**src/rtl/pipe_pkg.sv**
```systemverilog
// rtl/pipe_pkg.sv - shared pipeline types and constants
// Hazard FSM encoding, default bundle widths and the hard-wired zero register.
package pipe_pkg;
   typedef enum logic {
      RUN     = 1'b0,
      MD_WAIT = 1'b1
   } state_e;

   localparam int         CTRL_W_DEF = 16;
   localparam int         CNT_W_DEF  = 32;
   localparam logic [4:0] X0         = 5'd0;
endpackage

```
**src/rtl/id_ex_hazard_seg_if.sv**
```systemverilog
// rtl/id_ex_hazard_seg_if.sv - ID/EX segment and hazard control bus
// master drives the ID-side fields and EX feedback; slave is the segment register.
interface id_ex_hazard_seg_if #(
   parameter int CTRL_W = pipe_pkg::CTRL_W_DEF,
   parameter int CNT_W  = pipe_pkg::CNT_W_DEF
);
   logic              id_valid;
   logic [4:0]        id_ra0;
   logic [4:0]        id_ra1;
   logic [31:0]       id_rd0;
   logic [31:0]       id_rd1;
   logic [4:0]        id_wa;
   logic              id_we;
   logic              id_is_load;
   logic              id_is_md;
   logic [CTRL_W-1:0] id_ctrl;
   logic              ex_br_taken;
   logic              md_done;

   logic              ex_valid;
   logic [4:0]        rf_ra0_ex;
   logic [4:0]        rf_ra1_ex;
   logic [31:0]       rf_rd0_ex;
   logic [31:0]       rf_rd1_ex;
   logic [4:0]        rf_wa_ex;
   logic              rf_we_ex;
   logic [CTRL_W-1:0] ctrl_ex;
   logic              md_start;
   logic              stall_pc;
   logic              stall_if_id;
   logic              flush_if_id;
   logic [CNT_W-1:0]  stall_cnt;

   modport master (
      output id_valid, id_ra0, id_ra1, id_rd0, id_rd1, id_wa, id_we,
             id_is_load, id_is_md, id_ctrl, ex_br_taken, md_done,
      input  ex_valid, rf_ra0_ex, rf_ra1_ex, rf_rd0_ex, rf_rd1_ex, rf_wa_ex,
             rf_we_ex, ctrl_ex, md_start, stall_pc, stall_if_id, flush_if_id,
             stall_cnt
   );

   modport slave (
      input  id_valid, id_ra0, id_ra1, id_rd0, id_rd1, id_wa, id_we,
             id_is_load, id_is_md, id_ctrl, ex_br_taken, md_done,
      output ex_valid, rf_ra0_ex, rf_ra1_ex, rf_rd0_ex, rf_rd1_ex, rf_wa_ex,
             rf_we_ex, ctrl_ex, md_start, stall_pc, stall_if_id, flush_if_id,
             stall_cnt
   );
endinterface

```
**src/rtl/hazard_detect.sv**
```systemverilog
// rtl/hazard_detect.sv - combinational hazard terms
// Load-use, taken-branch flush and multi-cycle occupancy from EX state and ID operands.
module hazard_detect import pipe_pkg::*; (
   input  logic       id_valid,
   input  logic [4:0] id_ra0,
   input  logic [4:0] id_ra1,
   input  logic       ex_valid,
   input  logic       ex_is_load,
   input  logic       ex_is_md,
   input  logic       ex_we,
   input  logic [4:0] ex_wa,
   input  logic       ex_br_taken,
   input  logic       md_wait,
   input  logic       md_done,
   output logic       load_use,
   output logic       br_flush,
   output logic       md_hold
);
   // The md op releases EX in the same cycle its result arrives.
   assign md_hold  = ex_valid & ex_is_md & ~(md_wait & md_done);
   assign load_use = id_valid & ex_valid & ex_is_load & ex_we & (ex_wa != X0)
                   & ((ex_wa == id_ra0) | (ex_wa == id_ra1));
   assign br_flush = ex_valid & ex_br_taken & ~md_hold;
endmodule

```
**src/rtl/id_ex_hazard_seg.sv**
```systemverilog
// rtl/id_ex_hazard_seg.sv - ID/EX segment register with hazard controller
// Holds, bubbles or loads the EX stage and drives PC/IF-ID stall and flush.
module id_ex_hazard_seg import pipe_pkg::*; #(
   parameter int CTRL_W = CTRL_W_DEF,
   parameter int CNT_W  = CNT_W_DEF
) (
   input logic               clk,
   input logic               rst,
   id_ex_hazard_seg_if.slave bus
);
   state_e            state_q, state_d;
   logic              ex_valid_q, ex_valid_d;
   logic [4:0]        ra0_q, ra0_d;
   logic [4:0]        ra1_q, ra1_d;
   logic [31:0]       rd0_q, rd0_d;
   logic [31:0]       rd1_q, rd1_d;
   logic [4:0]        wa_q, wa_d;
   logic              we_q, we_d;
   logic              is_load_q, is_load_d;
   logic              is_md_q, is_md_d;
   logic [CTRL_W-1:0] ctrl_q, ctrl_d;
   logic [CNT_W-1:0]  cnt_q, cnt_d;

   logic load_use, br_flush, md_hold, md_wait, stall;

   assign md_wait = (state_q == MD_WAIT);

   hazard_detect u_hazard_detect (
      .id_valid    (bus.id_valid),
      .id_ra0      (bus.id_ra0),
      .id_ra1      (bus.id_ra1),
      .ex_valid    (ex_valid_q),
      .ex_is_load  (is_load_q),
      .ex_is_md    (is_md_q),
      .ex_we       (we_q),
      .ex_wa       (wa_q),
      .ex_br_taken (bus.ex_br_taken),
      .md_wait     (md_wait),
      .md_done     (bus.md_done),
      .load_use    (load_use),
      .br_flush    (br_flush),
      .md_hold     (md_hold)
   );

   // A taken branch kills the wrong-path ID instr, so it outranks load-use.
   assign stall = md_hold | (load_use & ~br_flush);

   always_comb begin
      state_d = state_q;
      case (state_q)
         RUN:     if (ex_valid_q && is_md_q) state_d = MD_WAIT;
         MD_WAIT: if (bus.md_done) state_d = RUN;
         default: state_d = RUN;
      endcase
   end

   always_comb begin
      ex_valid_d = ex_valid_q;
      ra0_d      = ra0_q;
      ra1_d      = ra1_q;
      rd0_d      = rd0_q;
      rd1_d      = rd1_q;
      wa_d       = wa_q;
      we_d       = we_q;
      is_load_d  = is_load_q;
      is_md_d    = is_md_q;
      ctrl_d     = ctrl_q;
      if (!md_hold) begin
         if (br_flush || load_use) begin
            ex_valid_d = 1'b0;
            we_d       = 1'b0;
            is_load_d  = 1'b0;
            is_md_d    = 1'b0;
         end else begin
            ex_valid_d = bus.id_valid;
            ra0_d      = bus.id_ra0;
            ra1_d      = bus.id_ra1;
            rd0_d      = bus.id_rd0;
            rd1_d      = bus.id_rd1;
            wa_d       = bus.id_wa;
            we_d       = bus.id_we;
            is_load_d  = bus.id_is_load;
            is_md_d    = bus.id_is_md;
            ctrl_d     = bus.id_ctrl;
         end
      end
   end

   always_comb begin
      cnt_d = cnt_q;
      if (stall && (cnt_q != {CNT_W{1'b1}})) cnt_d = cnt_q + CNT_W'(1);
   end

   always_ff @(posedge clk or posedge rst) begin
      if (rst) begin
         state_q    <= RUN;
         ex_valid_q <= 1'b0;
         ra0_q      <= '0;
         ra1_q      <= '0;
         rd0_q      <= '0;
         rd1_q      <= '0;
         wa_q       <= '0;
         we_q       <= 1'b0;
         is_load_q  <= 1'b0;
         is_md_q    <= 1'b0;
         ctrl_q     <= '0;
         cnt_q      <= '0;
      end else begin
         state_q    <= state_d;
         ex_valid_q <= ex_valid_d;
         ra0_q      <= ra0_d;
         ra1_q      <= ra1_d;
         rd0_q      <= rd0_d;
         rd1_q      <= rd1_d;
         wa_q       <= wa_d;
         we_q       <= we_d;
         is_load_q  <= is_load_d;
         is_md_q    <= is_md_d;
         ctrl_q     <= ctrl_d;
         cnt_q      <= cnt_d;
      end
   end

   assign bus.ex_valid    = ex_valid_q;
   assign bus.rf_ra0_ex   = ra0_q;
   assign bus.rf_ra1_ex   = ra1_q;
   assign bus.rf_rd0_ex   = rd0_q;
   assign bus.rf_rd1_ex   = rd1_q;
   assign bus.rf_wa_ex    = wa_q;
   assign bus.rf_we_ex    = ex_valid_q & we_q;
   assign bus.ctrl_ex     = ctrl_q;
   assign bus.md_start    = (state_q == RUN) & ex_valid_q & is_md_q;
   assign bus.stall_pc    = stall;
   assign bus.stall_if_id = stall;
   assign bus.flush_if_id = br_flush & ~md_hold;
   assign bus.stall_cnt   = cnt_q;
endmodule

```
**src/flat_wrapper.sv**
```systemverilog
// flat-port wrapper written by rule: the top's interface ports become plain ports
module id_ex_hazard_seg_flat import pipe_pkg::*;
#(
   parameter int CTRL_W = CTRL_W_DEF,
   parameter int CNT_W  = CNT_W_DEF
)
  (clk, rst, bus_id_valid, bus_id_ra0, bus_id_ra1, bus_id_rd0, bus_id_rd1, bus_id_wa, bus_id_we, bus_id_is_load, bus_id_is_md, bus_id_ctrl, bus_ex_br_taken, bus_md_done, bus_ex_valid, bus_rf_ra0_ex, bus_rf_ra1_ex, bus_rf_rd0_ex, bus_rf_rd1_ex, bus_rf_wa_ex, bus_rf_we_ex, bus_ctrl_ex, bus_md_start, bus_stall_pc, bus_stall_if_id, bus_flush_if_id, bus_stall_cnt);
  id_ex_hazard_seg_if #(.CTRL_W(CTRL_W), .CNT_W(CNT_W)) bus_i ();
  input logic clk;
  input logic rst;
  input wire logic [$bits(bus_i.id_valid)-1:0] bus_id_valid;
  input wire logic [$bits(bus_i.id_ra0)-1:0] bus_id_ra0;
  input wire logic [$bits(bus_i.id_ra1)-1:0] bus_id_ra1;
  input wire logic [$bits(bus_i.id_rd0)-1:0] bus_id_rd0;
  input wire logic [$bits(bus_i.id_rd1)-1:0] bus_id_rd1;
  input wire logic [$bits(bus_i.id_wa)-1:0] bus_id_wa;
  input wire logic [$bits(bus_i.id_we)-1:0] bus_id_we;
  input wire logic [$bits(bus_i.id_is_load)-1:0] bus_id_is_load;
  input wire logic [$bits(bus_i.id_is_md)-1:0] bus_id_is_md;
  input wire logic [$bits(bus_i.id_ctrl)-1:0] bus_id_ctrl;
  input wire logic [$bits(bus_i.ex_br_taken)-1:0] bus_ex_br_taken;
  input wire logic [$bits(bus_i.md_done)-1:0] bus_md_done;
  output wire logic [$bits(bus_i.ex_valid)-1:0] bus_ex_valid;
  output wire logic [$bits(bus_i.rf_ra0_ex)-1:0] bus_rf_ra0_ex;
  output wire logic [$bits(bus_i.rf_ra1_ex)-1:0] bus_rf_ra1_ex;
  output wire logic [$bits(bus_i.rf_rd0_ex)-1:0] bus_rf_rd0_ex;
  output wire logic [$bits(bus_i.rf_rd1_ex)-1:0] bus_rf_rd1_ex;
  output wire logic [$bits(bus_i.rf_wa_ex)-1:0] bus_rf_wa_ex;
  output wire logic [$bits(bus_i.rf_we_ex)-1:0] bus_rf_we_ex;
  output wire logic [$bits(bus_i.ctrl_ex)-1:0] bus_ctrl_ex;
  output wire logic [$bits(bus_i.md_start)-1:0] bus_md_start;
  output wire logic [$bits(bus_i.stall_pc)-1:0] bus_stall_pc;
  output wire logic [$bits(bus_i.stall_if_id)-1:0] bus_stall_if_id;
  output wire logic [$bits(bus_i.flush_if_id)-1:0] bus_flush_if_id;
  output wire logic [$bits(bus_i.stall_cnt)-1:0] bus_stall_cnt;
  assign bus_i.id_valid = bus_id_valid;
  assign bus_i.id_ra0 = bus_id_ra0;
  assign bus_i.id_ra1 = bus_id_ra1;
  assign bus_i.id_rd0 = bus_id_rd0;
  assign bus_i.id_rd1 = bus_id_rd1;
  assign bus_i.id_wa = bus_id_wa;
  assign bus_i.id_we = bus_id_we;
  assign bus_i.id_is_load = bus_id_is_load;
  assign bus_i.id_is_md = bus_id_is_md;
  assign bus_i.id_ctrl = bus_id_ctrl;
  assign bus_i.ex_br_taken = bus_ex_br_taken;
  assign bus_i.md_done = bus_md_done;
  assign bus_ex_valid = bus_i.ex_valid;
  assign bus_rf_ra0_ex = bus_i.rf_ra0_ex;
  assign bus_rf_ra1_ex = bus_i.rf_ra1_ex;
  assign bus_rf_rd0_ex = bus_i.rf_rd0_ex;
  assign bus_rf_rd1_ex = bus_i.rf_rd1_ex;
  assign bus_rf_wa_ex = bus_i.rf_wa_ex;
  assign bus_rf_we_ex = bus_i.rf_we_ex;
  assign bus_ctrl_ex = bus_i.ctrl_ex;
  assign bus_md_start = bus_i.md_start;
  assign bus_stall_pc = bus_i.stall_pc;
  assign bus_stall_if_id = bus_i.stall_if_id;
  assign bus_flush_if_id = bus_i.flush_if_id;
  assign bus_stall_cnt = bus_i.stall_cnt;
  id_ex_hazard_seg #(.CTRL_W(CTRL_W), .CNT_W(CNT_W)) u_core (.clk(clk), .rst(rst), .bus(bus_i));
endmodule
```
**config.mk**
```make
export PLATFORM = sky130hd
export DESIGN_NAME = id_ex_hazard_seg_flat
export DESIGN_NICKNAME = d
export VERILOG_FILES = /design/src/rtl/pipe_pkg.sv /design/src/rtl/id_ex_hazard_seg_if.sv /design/src/rtl/hazard_detect.sv /design/src/rtl/id_ex_hazard_seg.sv /design/src/flat_wrapper.sv
export SDC_FILE = /design/constraint.sdc
export NUM_CORES = 1
export LEC_CHECK = 0
export BUFFER_PORTS_ARGS = -buffer_cell sky130_fd_sc_hd__clkbuf_2
export CAP_MARGIN = 20
export CORE_MARGIN = 2
export CORE_UTILIZATION = 49
export CTS_BUF_LIST = sky130_fd_sc_hd__clkbuf_8
export CTS_CLUSTER_DIAMETER = 200
export CTS_CLUSTER_SIZE = 28
export DETAILED_ROUTE_END_ITERATION = 7
export PLACE_DENSITY = 0.94
export SETUP_SLACK_MARGIN = 0.05
export SYNTH_ARGS = -nofsm -noshare
export SYNTH_HDL_FRONTEND = slang
export SYNTH_SLANG_ARGS = --single-unit
```
**constraint.sdc**
```tcl
create_clock -name clk -period 5 [get_ports clk]
set_input_delay 0.5 -clock clk [delete_from_list [all_inputs] [get_ports clk]]
set_output_delay 0.5 -clock clk [all_outputs]
set_load 0.05 [all_outputs]
```
* Word level (Yosys, flattened, before mapping) *
Cells that the tools add are included.

cells by class
  multipliers = 0
  equal/unequal tests = 3
  divide/modulo/power cells = 0
  shifts and indexed selects = 0
  add/sub/neg operators = 1
  reductions and logical operators = 5
  bitwise operators = 22
  $lt $le $gt $ge = 0
  muxes and demuxes = 7

operator list
  cell                                           count
  adder 32 x 1 -> 32 bit, second input constant  1
  != test 32 bit, second input constant          1
  AND 1 bit                                      15
  == test 5 bit                                  2
  2-to-1 mux 1 bit                               6
  NOT 1 bit                                      5
  nonzero test 5 bit                             1
  logical AND 1 bit                              2
  bitwise OR 1 bit                               2
  one-hot mux 1 bit (2 select lines)             1
  AND reduction 2 bit                            1
  logical OR 1 bit                               1

word-level totals
  register bits after elaboration = 132
  bits of input ports = 103
  bits in writable memories = 0
  latch bits = 0
  memory bits (read-only) = 0
  memories = 0

* Logic depth before layout (Yosys ltp) *
  depth in word-level cells = 9
  mapped depth = 8
  mapped depth without buffers = 7

* Hierarchy *
From an unflattened synthesis, not the netlist that was laid out.

second synthesis, totals
  cell total of the unflattened synthesis = 387
  area total of the unflattened synthesis = 5,515.3 sq um

by module, submodules not included
  module            area each (sq um)  cells each  times used  seq. area each (sq um)
  id_ex_hazard_seg  5,361.4            365         1           3,303.2
  hazard_detect     153.9              22          1           0.0

* Worst setup path before layout *
Ideal clock, no wire load.

  path kind = reg-to-output
  start = register u_core.wa_q[1] (netlist: u_core.bus.rf_wa_ex[1])
  end = output bus_stall_pc
  path buffers = 1
  stages on the path, launching flop included = 6
  arrival time = 2.397 ns
  path slack = 2.103 ns
  cells stage by stage = dfrtp_1 or4_1 o2111a_1 a31oi_2 inv_1 buf_4

between the ends
  cells in the longest elaborated chain, start to end = 5

ends and longest elaborated chain
  item                                                        line                                      text
  from (decl)                                                 id_ex_hazard_seg.sv:17                    logic [4:0] wa_q, wa_d;
  from (signal assigned)                                      id_ex_hazard_seg.sv:115                   wa_q <= wa_d;
  == test 5 bit / nonzero test 5 bit (equally long branches)  hazard_detect.sv:22, hazard_detect.sv:21
  bitwise OR 1 bit / AND 1 bit (equally long branches)        hazard_detect.sv:22, hazard_detect.sv:21
  AND 1 bit *                                                 hazard_detect.sv:22                       & ((ex_wa == id_ra0) | (ex_wa == id_ra1));
  AND 1 bit *                                                 id_ex_hazard_seg.sv:46                    assign stall = md_hold | (load_use & ~br_flush);
  bitwise OR 1 bit *                                          id_ex_hazard_seg.sv:46
  to (decl)                                                   flat_wrapper.sv:32                        output wire logic [$bits(bus_i.stall_pc)-1:0] bus_stall_pc;

Every way passes the cells marked *; elsewhere a longest branch is shown, timed or not.

* Worst setup path in the final report *
  start = register u_core.wa_q[1] (netlist: u_core.bus.rf_wa_ex[1])
  end = output bus_stall_if_id

between the ends
  cells in the longest elaborated chain, start to end = 5

ends and longest elaborated chain
  item                                                        line                                      text
  == test 5 bit / nonzero test 5 bit (equally long branches)  hazard_detect.sv:22, hazard_detect.sv:21
  bitwise OR 1 bit / AND 1 bit (equally long branches)        hazard_detect.sv:22, hazard_detect.sv:21
  AND 1 bit *                                                 hazard_detect.sv:22
  AND 1 bit *                                                 id_ex_hazard_seg.sv:46
  bitwise OR 1 bit *                                          id_ex_hazard_seg.sv:46
  to (decl)                                                   flat_wrapper.sv:33                        output wire logic [$bits(bus_i.stall_if_id)-1:0] bus_stall_if_id;

Marks and branches as above.

==> results.cfg <==
[status]
status = finished clean

[critical_path]
r2r_end = u_core.bus.rf_rd1_ex[20]
worstReg2RegStart = u_core.bus.rf_wa_ex[1]
reg2reg_depth = 6
crit_cells = 5
crit_arrival_ps = 2800
crit_buf_inv = 2
critPathCapture = bus_stall_if_id
r2r_slack_ps = 1900
max_stage_delay_ps = 590
crit_type = flop to primary output
crit_path_start = u_core.bus.rf_wa_ex[1]
required_ps = 4500
path_cells = or4_1 -> o2111a_1 -> a31oi_2 -> inv_1 -> clkbuf_2
startpoint_type = flop
worst-path-max-fanout = 9
critPathSlowestCell = or4_1
end_kind = primary output
crit_family = compound AO/OA/AOI/OAI gates

[finish]
antenna_cells = 0
nets = 737
multi_input_area_um2 = 2030
finalNonFillerCells = 786
fill_cells = 804
layout_commonest_cell = clkbuf_2
final_cell_mix = clkbuf_2, dfrtp_1, mux2_2
drive_above_1_share = 0.571
area_growth_pct = 31.9
regArea_um2 = 3300
final_area_um2 = 7170

[timing]
tightest_slew_ps = 838
fin_tns_setup_ps = 0
final-setup-viol-count = 0
fmax_mhz = 303
rsz0062_at_grt = no
final_hold_viol_count = 0
finalCritPeriodShare = 0.660
slew_headroom = 0.436
drv_slew = 0
finalClockSkew_ps = 12.1
period_needed_ps = 3300

[synthesis]
syn_area_per_cell_um2 = 13.9
synthesis.area_um2 = 5440
ys_types = 34
syn-num-nets = 494
syn_inst = 390
synth_seq_area_share = 0.608
ys_ff_latch = 132
yosys_warnings = 0

[drt]
ant_nets = 0
viasPerCell = 5.13
firstDrtPassIters = 4
finalWirelength_um = 13200
vias = 4032
avgRoutedWirePerCell_um = 16.8
first_iter_violations = 201
drc = 0

[die]
core_um2 = 10800
io_pins = 236
initial_core_util = 0.502
dieArea_um2 = 12000
die_x_um = 109
die_h_um = 109
rows = 38

[run]
drv_cap = 0

[clock_network]
clk_pin_slew_ps = 80
cts_htree_levels = 4
cts_hold_buffers = 0
cts_tree = done
clock_sinks = 132
clockRootBuffer = clkbuf_8
insertion_delay_ps = 430
cts_resized = 0
cts.path.max_buffers = 2
cts_setup_buffers = 0
cts_buffers = 17

[placed_design]
port_buffers = 235
gp_congestion = 0.836
place_inst = 754
dp_hpwl_um = 9650
place_area_um2 = 6740

[grt]
grt_max_degree = 76
grt.total_usage = 0.219
grt_first_pass_wirelength_um = 19700
grt_pass1_vias = 4009
antenna_found_initial = 0
overflow = 0

[worst_hold_path]
hp-class = input port to async pin

[power_and_ir_drop]
p_leak_nw = 3.47
ir_worst_vdd_v = 0.000492
power_density_nw_per_um2 = 765
-- Yosys cell counts --
| library cell | instances | area share |
|---|---|---|
| nand3_1 | 14 | 0.013 |
| a21o_1 | 2 | 0.0028 |
| or4_1 | 1 | 0.0014 |
| a31oi_2 | 1 | 0.0023 |
| nand3_2 | 1 | 0.0018 |
| nand4b_1 | 1 | 0.0016 |
| nand2b_1 | 1 | 0.0012 |
| mux2_4 | 6 | 0.017 |
| and2_1 | 3 | 0.0035 |
| mux2_2 | 91 | 0.19 |
| nor3b_1 | 1 | 0.0014 |
| and4_1 | 1 | 0.0016 |
| a21oi_1 | 2 | 0.0018 |
| buf_4 | 1 | 0.0014 |
| nor3_1 | 8 | 0.0074 |
| nor4_1 | 4 | 0.0046 |
| o211a_1 | 1 | 0.0018 |
| and3_1 | 6 | 0.0069 |
| dfrtp_1 | 132 | 0.61 |
| buf_2 | 9 | 0.0083 |
| o21ai_0 | 5 | 0.0046 |
| buf_6 | 2 | 0.0041 |
| ha_1 | 1 | 0.0023 |
| o22ai_1 | 1 | 0.0012 |
| nor2_1 | 7 | 0.0048 |
| or3_1 | 2 | 0.0023 |
| o2111a_1 | 1 | 0.0021 |
| xor2_1 | 7 | 0.011 |
| nand2_1 | 20 | 0.014 |
| nor4b_1 | 1 | 0.0016 |
| xnor2_1 | 33 | 0.053 |
| nand4_1 | 15 | 0.017 |
| clkbuf_1 | 1 | 0.00069 |
| inv_1 | 8 | 0.0055 |
-- how the worst min path moves through the flow --
stage,end,cells past startpoint
finish,u_core.bus.rf_rd1_ex[3],2
CTS,u_core.bus.rf_rd1_ex[11],2
floorplan,u_core.we_q,2
global placement,u_core.we_q,2
global route,u_core.bus.rf_rd1_ex[28],2
detailed placement,u_core.we_q,2
-- per-layer routing --
layer,wire length [um],up-vias,track usage
met2,6930,183,0.373
met5,0,-,0
met1,5090,1967,0.261
li1,-,1860,-
met3,908,22,0.0522
met4,287,0,0.104
-- registers in the layout (all words and copies together) (netlist names) --
signal / count
u_core.bus.ctrl_ex: 16
u_core.bus.ex_valid: 1
u_core.bus.rf_ra0_ex: 5
u_core.bus.rf_ra1_ex: 5
u_core.bus.rf_rd0_ex: 32
u_core.bus.rf_rd1_ex: 32
u_core.bus.rf_wa_ex: 5
u_core.bus.stall_cnt: 32
u_core.is_load_q: 1
u_core.is_md_q: 1
u_core.md_wait: 1
u_core.we_q: 1
-- cell families after synthesis --
| kind of cell | synth area share |
|---|---|
| mux | 0.205 |
| simple gates | 0.0840 |
| fa+ha+maj | 0.00230 |
| flops | 0.608 |
| xor+xnor | 0.0644 |
| buf+inv | 0.0200 |
| compound gates | 0.0166 |
-- report_power, final --
part | switching [mW] | internal [mW] | total [mW] | leakage, nW
Combinational | 2.02 | 0.781 | 2.80 | 1.69
Clock | 0.439 | 0.527 | 0.966 | 0.206
Sequential | 0.253 | 1.47 | 1.72 | 1.58
-- cell type report --
class                           count  share of cell area
Timing Repair Buffer              237               0.166
Clock buffer                       19              0.0365
Inverter                            8             0.00489
Multi-Input combinational cell    237               0.283
Clock inverter                     13              0.0241
Sequential cell                   132               0.461
Tap cell                          140              0.0244
-- per-stage QoR --
step	power [mW]	setup WS (ps)	utilization	hold slack, ps
6_report	5.49	1700	0.661	150
4_1_cts	5.53	1660	0.661	168
3_5_place_dp	4.55	1930	0.621	473
3_3_place_gp	4.47	2020	0.621	460
2_1_floorplan	3.92	974	-	442
5_1_grt	5.75	1540	0.661	200
(Power assumes the default switching activity.)
